[config.mk]
export PLATFORM = sky130hd
export DESIGN_NAME = mem_stage
export DESIGN_NICKNAME = d
export VERILOG_FILES = /design/src/rtl/mem_stage.sv
export SDC_FILE = /design/constraint.sdc
export NUM_CORES = 1
export LEC_CHECK = 0
export BUFFER_PORTS_ARGS = -buffer_cell sky130_fd_sc_hd__buf_2
export CORE_AREA = 2 2 125 127
export CTS_CLUSTER_SIZE = 30
export DETAILED_ROUTE_END_ITERATION = 6
export DIE_AREA = 0 0 127 129
export GPL_ROUTABILITY_DRIVEN = 0
export PLACE_DENSITY = 0.75
export SYNTH_ARGS = -nofsm -noshare
export SYNTH_HDL_FRONTEND = slang
export SYNTH_SLANG_ARGS = --single-unit
[constraint.sdc]
create_clock -name clk -period 5.12 [get_ports clk]
set_input_delay 1.024 -clock clk [delete_from_list [all_inputs] [get_ports clk]]
set_output_delay 1.024 -clock clk [all_outputs]
set_load 0.1 [all_outputs]
[src/rtl/mem_stage.sv]
`default_nettype none
// ============================================================================
//  Module   : mem_stage
//  Purpose  : MEM stage of a 5-stage RV32I pipeline. It sits between the
//             EX/MEM and MEM/WB latches. Loads and stores go over a shared
//             byte-wide RAM port, one byte per granted cycle. While the access
//             is in progress the stage holds the pipeline. Non-memory ops pass
//             through to MEM/WB combinationally.
//  Ports    : clk, rst            - clock, synchronous active-high reset
//             aluop_i             - EX opcode (load/store ops or ME_NOP_OP)
//             mem_addr_i          - effective byte address
//             wdata_i             - store data / ALU result
//             wd_i, wreg_i        - destination register and write enable
//             wd_o, wreg_o,
//             wdata_o             - writeback bundle to MEM/WB
//             stall_req_o         - stall request to pipeline control
//             mem_req_o, mem_gnt_i- RAM port request / grant
//             mem_a_o, mem_dout_o,
//             mem_wr_o, mem_din_i - RAM byte address, write byte, write
//                                   strobe, read byte (valid one cycle after
//                                   a granted read)
//  Revision : 1.0 - initial release
// ============================================================================
module mem_stage #(
    parameter int OP_W  = 8,
    parameter int MAX_B = 4
) (
    input  logic            clk,
    input  logic            rst,
    input  logic [OP_W-1:0] aluop_i,
    input  logic [31:0]     mem_addr_i,
    input  logic [31:0]     wdata_i,
    input  logic [4:0]      wd_i,
    input  logic            wreg_i,
    output logic [4:0]      wd_o,
    output logic            wreg_o,
    output logic [31:0]     wdata_o,
    output logic            stall_req_o,
    output logic            mem_req_o,
    input  logic            mem_gnt_i,
    output logic [31:0]     mem_a_o,
    output logic [7:0]      mem_dout_o,
    output logic            mem_wr_o,
    input  logic [7:0]      mem_din_i
);

    // ------------------------------------------------------------------
    // Opcode encodings shared with the EX stage
    // ------------------------------------------------------------------
    localparam logic [OP_W-1:0] c_ME_NOP_OP = OP_W'(8'h00);
    localparam logic [OP_W-1:0] c_EX_LB_OP  = OP_W'(8'h20);
    localparam logic [OP_W-1:0] c_EX_LH_OP  = OP_W'(8'h21);
    localparam logic [OP_W-1:0] c_EX_LW_OP  = OP_W'(8'h22);
    localparam logic [OP_W-1:0] c_EX_LBU_OP = OP_W'(8'h24);
    localparam logic [OP_W-1:0] c_EX_LHU_OP = OP_W'(8'h25);
    localparam logic [OP_W-1:0] c_EX_SB_OP  = OP_W'(8'h28);
    localparam logic [OP_W-1:0] c_EX_SH_OP  = OP_W'(8'h29);
    localparam logic [OP_W-1:0] c_EX_SW_OP  = OP_W'(8'h2A);

    typedef enum logic [1:0] {
        S_IDLE    = 2'd0,
        S_ACCESS  = 2'd1,
        S_RD_WAIT = 2'd2,
        S_DONE    = 2'd3
    } state_t;

    // ------------------------------------------------------------------
    // Registers
    // ------------------------------------------------------------------
    state_t            r_state;
    logic [2:0]        r_cnt;       // bytes granted so far
    logic              r_rd_pend;   // a read byte arrives on mem_din_i this cycle
    logic [31:0]       r_buf;       // load assembly buffer
    logic [31:0]       r_addr;
    logic [31:0]       r_wdata;
    logic [OP_W-1:0]   r_op;
    logic [2:0]        r_nbytes;
    logic              r_is_store;
    logic [4:0]        r_wd;
    logic              r_wreg;

    // ------------------------------------------------------------------
    // Decode
    // ------------------------------------------------------------------
    function automatic logic [2:0] f_nbytes(input logic [OP_W-1:0] op);
        logic [2:0] n;
        n = 3'd0;
        if (op == c_EX_LB_OP || op == c_EX_LBU_OP || op == c_EX_SB_OP)
            n = 3'd1;
        else if (op == c_EX_LH_OP || op == c_EX_LHU_OP || op == c_EX_SH_OP)
            n = 3'd2;
        else if (op == c_EX_LW_OP || op == c_EX_SW_OP)
            n = 3'(MAX_B);
        return n;
    endfunction

    logic [2:0]  w_in_nbytes;
    logic        w_in_is_mem;
    logic        w_in_is_store;
    logic        w_last_byte;
    logic [1:0]  w_cap_idx;
    logic [7:0]  w_st_byte;
    logic [31:0] w_ld_data;

    assign w_in_nbytes   = f_nbytes(aluop_i);
    assign w_in_is_mem   = (w_in_nbytes != 3'd0);
    assign w_in_is_store = (aluop_i == c_EX_SB_OP) || (aluop_i == c_EX_SH_OP) ||
                           (aluop_i == c_EX_SW_OP);
    assign w_last_byte   = ((r_cnt + 3'd1) == r_nbytes);
    // r_cnt has already advanced past the byte whose data is arriving now
    assign w_cap_idx     = r_cnt[1:0] - 2'd1;
    assign w_st_byte     = r_wdata[{r_cnt[1:0], 3'b000} +: 8];

    always_comb begin
        w_ld_data = r_buf;
        if (r_op == c_EX_LB_OP)
            w_ld_data = {{24{r_buf[7]}}, r_buf[7:0]};
        else if (r_op == c_EX_LBU_OP)
            w_ld_data = {24'd0, r_buf[7:0]};
        else if (r_op == c_EX_LH_OP)
            w_ld_data = {{16{r_buf[15]}}, r_buf[15:0]};
        else if (r_op == c_EX_LHU_OP)
            w_ld_data = {16'd0, r_buf[15:0]};
    end

    // ------------------------------------------------------------------
    // Sequencer
    // ------------------------------------------------------------------
    always_ff @(posedge clk) begin
        if (rst) begin
            r_state    <= S_IDLE;
            r_cnt      <= 3'd0;
            r_rd_pend  <= 1'b0;
            r_buf      <= 32'd0;
            r_addr     <= 32'd0;
            r_wdata    <= 32'd0;
            r_op       <= c_ME_NOP_OP;
            r_nbytes   <= 3'd0;
            r_is_store <= 1'b0;
            r_wd       <= 5'd0;
            r_wreg     <= 1'b0;
        end else begin
            r_rd_pend <= 1'b0;
            // Read capture runs regardless of the current grant
            if (r_rd_pend)
                r_buf[{w_cap_idx, 3'b000} +: 8] <= mem_din_i;

            case (r_state)
                S_IDLE: begin
                    if (w_in_is_mem) begin
                        r_addr     <= mem_addr_i;
                        r_wdata    <= wdata_i;
                        r_op       <= aluop_i;
                        r_nbytes   <= w_in_nbytes;
                        r_is_store <= w_in_is_store;
                        r_wd       <= wd_i;
                        r_wreg     <= wreg_i;
                        r_cnt      <= 3'd0;
                        r_buf      <= 32'd0;
                        r_state    <= S_ACCESS;
                    end
                end
                S_ACCESS: begin
                    if (mem_gnt_i) begin
                        r_cnt <= r_cnt + 3'd1;
                        if (!r_is_store)
                            r_rd_pend <= 1'b1;
                        if (w_last_byte)
                            r_state <= r_is_store ? S_DONE : S_RD_WAIT;
                    end
                end
                S_RD_WAIT: begin
                    r_state <= S_DONE;
                end
                S_DONE: begin
                    r_state <= S_IDLE;
                end
                default: begin
                    r_state <= S_IDLE;
                end
            endcase
        end
    end

    // ------------------------------------------------------------------
    // Outputs: combinational from state and registers, forced low in reset
    // ------------------------------------------------------------------
    always_comb begin
        wd_o        = 5'd0;
        wreg_o      = 1'b0;
        wdata_o     = 32'd0;
        stall_req_o = 1'b0;
        mem_req_o   = 1'b0;
        mem_a_o     = 32'd0;
        mem_dout_o  = 8'd0;
        mem_wr_o    = 1'b0;
        if (!rst) begin
            case (r_state)
                S_IDLE: begin
                    if (w_in_is_mem) begin
                        stall_req_o = 1'b1;
                    end else begin
                        wd_o = wd_i;
                        // x0 is never written: drop the write and its data
                        if (!(wreg_i && wd_i == 5'd0)) begin
                            wreg_o  = wreg_i;
                            wdata_o = wdata_i;
                        end
                    end
                end
                S_ACCESS: begin
                    stall_req_o = 1'b1;
                    mem_req_o   = 1'b1;
                    mem_a_o     = r_addr + {29'd0, r_cnt};
                    mem_wr_o    = r_is_store;
                    mem_dout_o  = w_st_byte;
                end
                S_RD_WAIT: begin
                    stall_req_o = 1'b1;
                end
                S_DONE: begin
                    wd_o = r_wd;
                    if (!r_is_store && !(r_wreg && r_wd == 5'd0)) begin
                        wreg_o  = r_wreg;
                        wdata_o = w_ld_data;
                    end
                end
                default: begin
                    stall_req_o = 1'b0;
                end
            endcase
        end
    end

endmodule
`default_nettype wire

==> results of run 1 <==
state kept, by name (all words and copies together), names as in the netlist:
name / cells
r_addr: 32
r_buf: 32
r_wdata: 32
r_op: 8
r_wd: 5
r_cnt: 3
r_nbytes: 3
r_state: 2
r_is_store: 1
r_rd_pend: 1
r_wreg: 1
power groups by stage:
| stage | clock network, W | logic [W] | registers, W |
|---|---|---|---|
| after global placement | 0 | 0.000379 | 0.000974 |
| after CTS | 0.00119 | 0.000380 | 0.000954 |
| after detailed placement | 0 | 0.000380 | 0.000975 |
| after floorplan | 0 | 0.000286 | 0.000971 |
| final | 0.00118 | 0.000383 | 0.000954 |
| after global routing | 0.00124 | 0.000401 | 0.000955 |
logic make-up (layout without fill, tap and decap cells):
logic type | count (synthesis) | count (layout) | synth area share [%]
AND/OR/NAND/NOR | 366 | 366 | 26.3
adder cells (fa/ha/maj) | 13 | 13 | 2.55
flip-flops | 120 | 120 | 35.9
AO/OA/AOI/OAI | 259 | 259 | 24.6
multiplexers | 14 | 14 | 3.59
XOR/XNOR | 11 | 11 | 1.65
buffers and inverters | 83 | 225 | 5.30
critical path, delay by kind of cell (launching register included):
kind / cells / cell delay (ps)
simple gates: 1 / 130
flops: 1 / 470
compound gates: 2 / 970
fa+ha+maj: 1 / 340
buf+inv: 3 / 860
synth_stat cells (2+ instances only):
cell / n
a21boi_0: 24
a21o_1: 2
a21oi_1: 125
a22oi_1: 37
a32oi_1: 9
and2_1: 8
and3_1: 3
and3b_1: 2
and4_1: 6
buf_1: 4
buf_2: 22
buf_4: 4
clkbuf_1: 41
dfxtp_1: 120
ha_1: 12
inv_1: 12
mux2i_1: 6
mux4_2: 8
nand2_1: 175
nand2b_1: 3
nand3_1: 40
nand4_1: 11
nand4b_1: 3
nor2_1: 63
nor2b_1: 8
nor3_1: 3
nor3b_1: 2
nor4_1: 7
nor4_2: 2
nor4b_4: 2
o211a_1: 2
o211ai_1: 24
o211ai_2: 3
o21ai_0: 13
o311ai_0: 3
o31ai_1: 9
o41ai_1: 3
or2_2: 8
or3_1: 5
or4_1: 9
xnor2_1: 7
xor2_1: 3
cell usage in the layout (no fill, tap or decap), types with 3 or more instances in the layout:
| cell | instances |
|---|---|
| nand2_1 | 175 |
| buf_2 | 169 |
| a21oi_1 | 125 |
| dfxtp_1 | 120 |
| nor2_1 | 63 |
| nand3_1 | 40 |
| a22oi_1 | 37 |
| a21boi_0 | 24 |
| o211ai_1 | 24 |
| clkbuf_16 | 17 |
| o21ai_0 | 13 |
| inv_1 | 12 |
| ha_1 | 12 |
| buf_4 | 12 |
| nand4_1 | 11 |
| a32oi_1 | 9 |
| o31ai_1 | 9 |
| or4_1 | 9 |
| or2_2 | 8 |
| and2_1 | 8 |
| mux4_2 | 8 |
| nor2b_1 | 8 |
| nor4_1 | 7 |
| xnor2_1 | 7 |
| inv_6 | 7 |
| and4_1 | 6 |
| mux2i_1 | 6 |
| or3_1 | 5 |
| clkinv_4 | 4 |
| nor3_1 | 3 |
| nand4b_1 | 3 |
| nand2b_1 | 3 |
| and3_1 | 3 |
| o311ai_0 | 3 |
| o41ai_2 | 3 |
| xor2_1 | 3 |
stage by stage:
| step | util, % | std cells |
|---|---|---|
| 5_1_grt | 54.6 | 1196 |
| 6_report | 54.6 | 1196 |
| 3_5_place_dp | 50.7 | 1164 |
| 4_1_cts | 54.6 | 1196 |
| 2_1_floorplan | - | 866 |
| 3_3_place_gp | 50.7 | 1164 |
layout make-up:
class / instances / area, sq um / area share, %
tap: 188 / 235 / 2.88
timing repair buffer: 181 / 936 / 11.4
clock inverter: 15 / 156 / 1.91
multi-input combinational: 663 / 3980 / 48.6
sequential: 120 / 2400 / 29.4
inverter: 12 / 45.0 / 0.551
clock buffer: 17 / 425 / 5.20
layer usage:
layer	share of wire, %	vias up	track usage (%)
li1	-	3359	-
met1	44	3269	32.4
met2	47	259	41.0
met3	6.7	36	4.91
met4	2.1	0	7.43
met5	0	-	0
worst paths after layout:
kind | slack [ps] | cells after the start | endpoint | start
worst max-delay path | 900 | 7 | wdata_o[7] | r_state[0]$_SDFFE_PP0P_
worst max register to register | 2570 | 5 | r_buf[22]$_SDFF_PP0_ | r_cnt[1]$_SDFFE_PP0P_
worst min-delay path | 450 | 2 | r_wdata[21]$_SDFFE_PP0P_ | r_wdata[21]$_SDFFE_PP0P_
worst min register to register | 450 | 2 | r_wdata[21]$_SDFFE_PP0P_ | r_wdata[21]$_SDFFE_PP0P_
==> impl_results.md, run 1 <==
- Status: finished, final reports clean
- Seq cells post-synth: between 100 and 150
- DR WL/cell: roughly 17 um
- Slew headroom: between 30% and 40%
- Detail Route Antenna Nets: 0
- EDFF count, synth: 0
- Final Cycle Share: about 82%
- Core area: about 0.015 sq mm
- Critical path endpoint category: output pin
- Pin count of the biggest net entering global routing: 88
- FP Rows: 45
- First-pass GRT wire length: 32.0 mm
- Post-DP Area: ~0.0076 sq mm
- Leakage: about 3.1 nW
- Biggest area consumer among synthesized cells: dfxtp_1
- Pwr Density: ~310 mW/mm^2
- Synth top area share: 35.9%
- Seq/Total Area, Yosys: 35.9%
- TritonRoute pass-1 iters: 6
- Initial DRC count: 588
- Congestion Overflow GR: 0
- CTS Buf Count: 17
- Worst path arrival time: between 3000 and 4000 ps
- Vias in the first global route: 6315
- Actual slew at the worst max-slew pin: ~1000 ps
- Syn. warnings: 0
- Sw power: slightly above 0.0008 W
- Total Power Consumption: 0.00252 W
- DR vias: a little under 7k
- Post-CTS Resized: 0
- WS Path Type: reg -> out
- Comb power frac: about 15%
- Post-CTS Setup Repair Bufs: 0
- CP startpoint kind: register
- Count of different cell masters after synthesis: 55
- ANT cells: 0
- Cell area after layout: 0.00818 sq mm
- Clk network pwr share: 46.9%
- Final setup violation count: 0
- Die Span X: 127 um
- Tmin final: 4220 ps
- Share of layout cells above drive strength 1: ~24%
- MaxCap Viol Count: 0
- Fill count: around 1.4k
- Cts hold-fix bufs: 0
- RSZ-0062 raised after global routing: no
- Worst path cell trace: ha_1 -> inv_1 -> a311oi_4 -> buf_4 -> a32oi_1 -> nor2_1 -> buf_2
- CTS tree: done
- Clk_lat worst skew: roughly 420 ps
- Clk root buf: clkbuf_16
- Switch share: between 30% and 40%
- Initial core utilization: between 40 and 50%
- Mapped Nets: slightly below 1k
- H-Tree Depth: 4
- Final wirelength: just over 20 mm
- Overall Global Routing Usage: roughly a quarter
- FFs w/ async S/R, synth: 0%
- Req. time, crit path: around 4100 ps
- Internal cell power: roughly 0.0017 W
- Post-synth top flop: dfxtp_1
- Max-slew violations: 0
- I/O pin total: 170
- Max VDD drop: between 200 and 250 uV
- Clk_skew: between 10 and 15 ps
- IO Port Bufs: between 150 and 200
- Clock transition at path regs: approximately 60 ps
- Pre-CTS setup slack: 1140 ps
- Final Hold Vio Count: 0
- Worst hold slack: between 400 and 500 ps
- Synth top area cells: dfxtp_1, nand2_1, a21oi_1
- CTS max path bufs: 2
- Mapped Avg Cell Area: between 7 and 8 sq um
- Die Y: ~130 um
- Layout area overhead: 22.3%
- Mapped Cells: between 800 and 900
- Post-Syn Area: around 0.0067 sq mm
- Initial antenna violation count: 0
- Fmax: ~0.24 GHz
- Critical path fanouts, max: 25
- Total die area: between 0.015 and 0.02 sq mm
- Seq pwr share: 37.9%
- Hpwl dp: 14.3 mm
- Hold Crit Class: reg -> reg
- Max incr delay on CP: 900 ps
- Vias per cell: 5.79
- Number of clock sinks: 120
- Critical-path top delay cell: a311oi_4
- Setup slack after layout: roughly 900 ps
- Setup TNS: 0 ps
- DRC: 0
- NumNets Final: 1097
Note: power is estimated with default switching activity, not from simulation.
==> inputs of run 2 (changes only) <==
==> config.mk (replaced) <==
export PLATFORM = sky130hd
export DESIGN_NAME = mem_stage
export DESIGN_NICKNAME = d
export VERILOG_FILES = /design/src/rtl/mem_stage.sv
export SDC_FILE = /design/constraint.sdc
export NUM_CORES = 1
export LEC_CHECK = 0
export ABC_AREA = 1
export BUFFER_PORTS_ARGS = -buffer_cell sky130_fd_sc_hd__buf_2
export CORE_AREA = 2 2 127 129
export CTS_CLUSTER_SIZE = 30
export DETAILED_ROUTE_END_ITERATION = 6
export DIE_AREA = 0 0 129 131
export GPL_ROUTABILITY_DRIVEN = 0
export PLACE_DENSITY = 0.74
export SYNTH_ARGS = -nofsm -noshare
export SYNTH_HDL_FRONTEND = slang
export SYNTH_SLANG_ARGS = --single-unit
==> constraint.sdc (replaced) <==
create_clock -name clk -period 4.4 [get_ports clk]
set_input_delay 0.88 -clock clk [delete_from_list [all_inputs] [get_ports clk]]
set_output_delay 0.88 -clock clk [all_outputs]
set_load 0.1 [all_outputs]
==> impl_results.md, run 2 <==
- Overall Global Routing Usage: around 26%
- IO Port Bufs: about 170
- Final Hold Vio Count: 0
- Syn. warnings: 0
- Seq pwr share: ~26%
- Seq/Total Area, Yosys: between 30% and 40%
- R2r setup slk: roughly 1600 ps
- Initial DRC count: ~750
- Final wirelength: roughly 22 mm
- Pwr Density: between 500 and 600 mW/mm^2
- DRC: 0
- Post-Syn Area: ~0.0069 sq mm
- EDFF count, synth: 0
- Top sig layer: met4
- Most frequent cells in the layout: nand2_1, nor2_1, buf_2
- Pin count of the biggest net entering global routing: 81
- Clk_skew: approximately 5.5 ps
- Total Power Consumption: around 0.0046 W
- Met2 wire length: roughly 10 mm
- Cts hold-fix bufs: 0
- Core area: 0.0156 sq mm
- Critical Path Source: r_state[1]$_SDFFE_PP0P_
- Biggest area consumer among synthesized cells: dfxtp_1
- Met3 WL: about 1.7 mm
- Synth top area cells: dfxtp_1, nand2_1, nor2_1
- Total die area: roughly 0.017 sq mm
- Switch share: around 50%
- WS Path Type: reg -> out
- Worst path arrival time: between 3000 and 4000 ps
- Post-CTS Setup Repair Bufs: 0
- Hold Crit Class: reg -> reg
- Slew headroom: approximately 20%
- Internal cell power: 0.00232 W
- Met1 wire length: around 9.8 mm
- Count of different cell masters after synthesis: 36
- DR WL/cell: roughly 15 um
- Die Y: roughly 130 um
- FFs w/ async S/R, synth: 0%
- First-pass GRT wire length: 34.1 mm
- Clock transition at path regs: 50 ps
- Actual slew at the worst max-slew pin: between 1000 and 1500 ps
- Critical-path top delay cell: clkinv_1
- Detail Route Antenna Nets: 0
- Final Cycle Share: 92.2%
- Critical path endpoint category: output pin
- NumNets Final: around 1.4k
- Initial core utilization: between 40% and 50%
- Leakage: around 3.9 nW
- Req. time, crit path: 3520 ps
- RSZ-0062 raised after global routing: no
- Post-CTS Resized: 0
- Critical path fanouts, max: 17
- Number of clock sinks: 120
- Max incr delay on CP: roughly 560 ps
- DR vias: approximately 7.8k
- Congestion Overflow GR: 0
- Synth top area share: a little over a third
- Die Span X: about 130 um
- Max-slew violations: 0
- Sw power: about 0.0023 W
- FP Rows: 46
- Worst Setup EP: mem_dout_o[7]
- Mapped Avg Cell Area: 6.21 sq um
- Regs by FF count: r_addr: 32 flops, r_buf: 32 flops, r_wdata: 32 flops
- Seq cells post-synth: 120
- CTS Buf Count: 17
- CTS max path bufs: 2
- Max VDD drop: 490 uV
- Final setup violation count: 0
- Status: finished, final reports clean
- H-Tree Depth: 4
- Critical R2R Capture: r_buf[1]$_SDFF_PP0_
- Clk root buf: clkbuf_16
- TritonRoute pass-1 iters: 5
- Worst Reg-to-Reg Cells: 7
- Mapped Cells: 1109
- Comb power frac: a little under half
- R2R Path Start: r_cnt[1]$_SDFFE_PP0P_
- Tmin final: 4060 ps
- Fmax: 0.246 GHz
- Fill count: ~1.6k
- Post-synth top flop: dfxtp_1
- Vias in the first global route: around 6.7k
- Hpwl dp: about 16 mm
- CTS tree: done
- CP startpoint kind: register
- Setup TNS: 0 ps
- Worst path cell trace: inv_1 -> ha_1 -> buf_4 -> inv_1 -> nor2_2 -> buf_4 -> clkinv_1 -> a21oi_1 -> buf_2
- Layout area overhead: 20.9%
- Synth cell count leaders: nand2_1, nor2_1, dfxtp_1
- Initial antenna violation count: 2
- Most common cell after layout, fill and taps aside: nand2_1
- I/O pin total: between 150 and 200
- Share of layout cells above drive strength 1: ~17%
- Top-count cell post-synth: nand2_1
- Vias per cell: ~5.2
- Clk_lat worst skew: around 420 ps
- MaxCap Viol Count: 0
- Mapped Nets: between 1k and 1.5k
- Clk network pwr share: between 20% and 30%
run 2: cell count changes in the layout (fill, tap and decap cells not counted), sizes merged, moves of 13 or more:
cell	previous run	this run
a21boi	24	0
a21oi	125	112
a22oi	37	7
inv	21	69
nand2	175	279
nor2	63	244
nor3	3	26
o211ai	27	1
o21ai	13	99
run 2: per-stage QoR:
step                hold slack (ps)  util [%]  cells  instance area, sq um  setup WS [ps]
detailed placement              443      50.0   1449                  7800            670
finish                          445      53.4   1479                  8330            343
global route                    469      53.4   1477                  8320            129
global placement                431      50.0   1449                  7800            720
floorplan                       424         -   1109                  6900            148
CTS                             449      53.4   1477                  8320            376
run 2: worst max-delay path: cells and delay by family (launching register included):
| family | cells | cell delay (ps) |
|---|---|---|
| fa+ha+maj | 1 | 160 |
| simple gates | 1 | 100 |
| buf+inv | 6 | 1740 |
| compound gates | 1 | 430 |
| flops | 1 | 320 |
run 2: cells by family after synthesis:
group	share of synthesized area, %
AO/OA/AOI/OAI	17.6
XOR/XNOR	0.254
adder cells (fa/ha/maj)	2.47
buffers and inverters	8.38
flip-flops	34.9
AND/OR/NAND/NOR	36.4
run 2: per-layer routing:
| metal | up-vias | GRT usage, % |
|---|---|---|
| li1 | 3883 | - |
| met1 | 3457 | 34.8 |
| met2 | 367 | 40.8 |
| met3 | 46 | 5.78 |
| met4 | 0 | 9.78 |
| met5 | - | 0 |
run 2: layout make-up:
cell class	instances	area, sq um	share of cell area [%]
diodes	2	5.00	0.0601
clock buffers	24	472	5.66
clock inverters	4	47.5	0.571
inverters	72	270	3.25
multi-input cells	861	3920	47.0
flip-flops and latches	120	2400	28.9
well taps	216	270	3.25
repair buffers	180	943	11.3
run 2: worst min path at each step:
| stage | depth (start not counted) | slack (ps) | from | endpoint |
|---|---|---|---|---|
| 6_report | 2 | 450 | r_op[7]$_SDFFE_PP0P_ | r_op[7]$_SDFFE_PP0P_ |
| 5_1_grt | 2 | 470 | r_op[7]$_SDFFE_PP0P_ | r_op[7]$_SDFFE_PP0P_ |
| 4_1_cts | 2 | 450 | r_op[7]$_SDFFE_PP0P_ | r_op[7]$_SDFFE_PP0P_ |
| 3_5_place_dp | 2 | 440 | r_op[7]$_SDFFE_PP0P_ | r_op[7]$_SDFFE_PP0P_ |
| 3_3_place_gp | 2 | 430 | r_op[6]$_SDFFE_PP0P_ | r_op[6]$_SDFFE_PP0P_ |
| 2_1_floorplan | 2 | 420 | r_op[4]$_SDFFE_PP0P_ | r_op[4]$_SDFFE_PP0P_ |
run 2: power by group through the flow:
stage | clock [W] | combinational, W | sequential, W
2_1_floorplan | 0 | 0.00179 | 0.00120
3_3_place_gp | 0 | 0.00215 | 0.00121
6_report | 0.00126 | 0.00219 | 0.00119
5_1_grt | 0.00132 | 0.00234 | 0.00120
4_1_cts | 0.00127 | 0.00217 | 0.00119
3_5_place_dp | 0 | 0.00217 | 0.00121
==> inputs of run 3 (changes only) <==
--- a/config.mk
+++ b/config.mk
@@ -6,8 +6,9 @@
 export NUM_CORES = 1
 export LEC_CHECK = 0
 export ABC_AREA = 1
-export BUFFER_PORTS_ARGS = -buffer_cell sky130_fd_sc_hd__buf_2
+export BUFFER_PORTS_ARGS = -buffer_cell sky130_fd_sc_hd__buf_4
 export CORE_AREA = 2 2 127 129
+export CTS_BUF_LIST = sky130_fd_sc_hd__clkbuf_2
 export CTS_CLUSTER_SIZE = 30
 export DETAILED_ROUTE_END_ITERATION = 6
 export DIE_AREA = 0 0 129 131
==> impl_results.md, run 3 (same netlist as run 2, synthesis figures left out) <==
- Status: finished, final reports clean
- Critical Path Source: r_state[1]$_SDFFE_PP0P_
- Core area: approximately 0.016 sq mm
- Final Cycle Share: about nine tenths
- Slew headroom: 22.3%
- DR WL/cell: between 10 and 15 um
- I/O pin total: 170
- Initial core utilization: between 40% and 50%
- Worst Setup EP: mem_wr_o
- Leakage: ~3.9 nW
- RSZ-0062 raised after global routing: no
- Die Span X: 129 um
- Clk_lat worst skew: 710 ps
- Met2 wire length: 10.1 mm
- Final setup violation count: 0
- Worst path arrival time: roughly 3100 ps
- Met1 wire length: approximately 9.7 mm
- Total Power Consumption: roughly 0.0042 W
- Initial DRC count: between 600 and 700
- CTS Buf Count: 17
- Pwr Density: around 500 mW/mm^2
- Number of clock sinks: 120
- Regs by FF count: r_addr: 32 flops, r_buf: 32 flops, r_wdata: 32 flops
- Hold Crit Class: in -> reg
- Detail Route Antenna Nets: 0
- Share of layout cells above drive strength 1: approximately 18%
- Overall Global Routing Usage: between 20% and 30%
- Worst Reg-to-Reg Cells: 9
- NumNets Final: between 1k and 1.5k
- Tmin final: between 3000 and 4000 ps
- Critical path endpoint category: output pin
- IO Port Bufs: 169
- CTS tree: done
- TritonRoute pass-1 iters: 5
- Clk_skew: between 15 and 20 ps
- End-of-flow core utilization: 54.1%
- Die Y: 131 um
- Critical path fanouts, max: 16
- H-Tree Depth: 4
- Hpwl dp: 16.2 mm
- Post-CTS Resized: 0
- Vias in the first global route: 7017
- Max-slew violations: 0
- Actual slew at the worst max-slew pin: about 1200 ps
- First-pass GRT wire length: approximately 35 mm
- Req. time, crit path: about 3500 ps
- Fmax: between 0.2 and 0.3 GHz
- Total die area: ~0.017 sq mm
- FP Rows: 46
- Setup TNS: 0 ps
- Final wirelength: between 20 and 25 mm
- Most frequent cells in the layout: nand2_1, nor2_1, buf_4
- Post-DP Area: between 0.008 and 0.009 sq mm
- Clock transition at path regs: roughly 170 ps
- Vias per cell: approximately 5.3
- CTS max path bufs: 2
- DR vias: 7827
- Clk root buf: clkbuf_2
- DRC: 0
- R2r setup slk: about 1600 ps
- Cts hold-fix bufs: 0
- Most common cell after layout, fill and taps aside: nand2_1
- Top sig layer: met4
- Critical R2R Capture: r_addr[20]$_SDFFE_PP0P_
- CP startpoint kind: register
- Final Hold Vio Count: 0
- R2R Path Start: r_state[0]$_SDFFE_PP0P_
- Layout area overhead: 22.6%
- Max VDD drop: between 500 and 600 uV
- Initial antenna violation count: 1
- Post-CTS Setup Repair Bufs: 0
- Worst hold slack: roughly 390 ps
- Cell area after layout: roughly 0.0084 sq mm
- Congestion Overflow GR: 0
- Pin count of the biggest net entering global routing: between 90 and 100
- WHS Path Cells: 3
- Met3 WL: 1.71 mm
- WS Path Type: reg -> out
- MaxCap Viol Count: 0
[run 3: power by group]
part           switching, W  internal, W  total (W)
clock network      0.000417     0.000317   0.000735
registers         0.0000525      0.00114    0.00119
logic               0.00179     0.000488    0.00228
[run 3: metal layers]
metal	track usage [%]	vias to the layer above
met5	0	-
li1	-	3889
met1	34.8	3548
met2	41.7	351
met3	4.93	39
met4	10.2	0
[run 3: cell type report]
type / instances / area, sq um
Clock buffer: 21 / 105
Fill cell: 1613 / 7160
Timing Repair Buffer: 179 / 1340
Clock inverter: 11 / 130
Tap cell: 216 / 270
Inverter: 72 / 270
Multi-Input combinational cell: 861 / 3920
Antenna cell: 1 / 2.50
Sequential cell: 120 / 2400
[run 3: through the flow]
step / setup WS (ps) / cells
finish: 406 / 1481
global route: 185 / 1481
global placement: 879 / 1448
floorplan: 148 / 1109
detailed placement: 796 / 1448
CTS: 419 / 1480
[run 3: critical path: stages (launching register included)]
cell and delay (ps):
dfxtp_1 360, inv_1 130, ha_1 160, buf_4 220, inv_1 130, nor2_2 90, buf_4 210, clkinv_1 270
buf_4 280, nor2_1 200, buf_4 340
[run 3: worst min path at each step]
stage                         start                 endpoint  slack, ps
2_1_floorplan  r_op[4]$_SDFFE_PP0P_     r_op[4]$_SDFFE_PP0P_        420
3_3_place_gp   r_op[6]$_SDFFE_PP0P_     r_op[6]$_SDFFE_PP0P_        430
3_5_place_dp   r_op[7]$_SDFFE_PP0P_     r_op[7]$_SDFFE_PP0P_        440
4_1_cts               mem_addr_i[8]   r_addr[8]$_SDFFE_PP0P_        350
5_1_grt               mem_addr_i[6]   r_addr[6]$_SDFFE_PP0P_        360
6_report             mem_addr_i[15]  r_addr[15]$_SDFFE_PP0P_        390
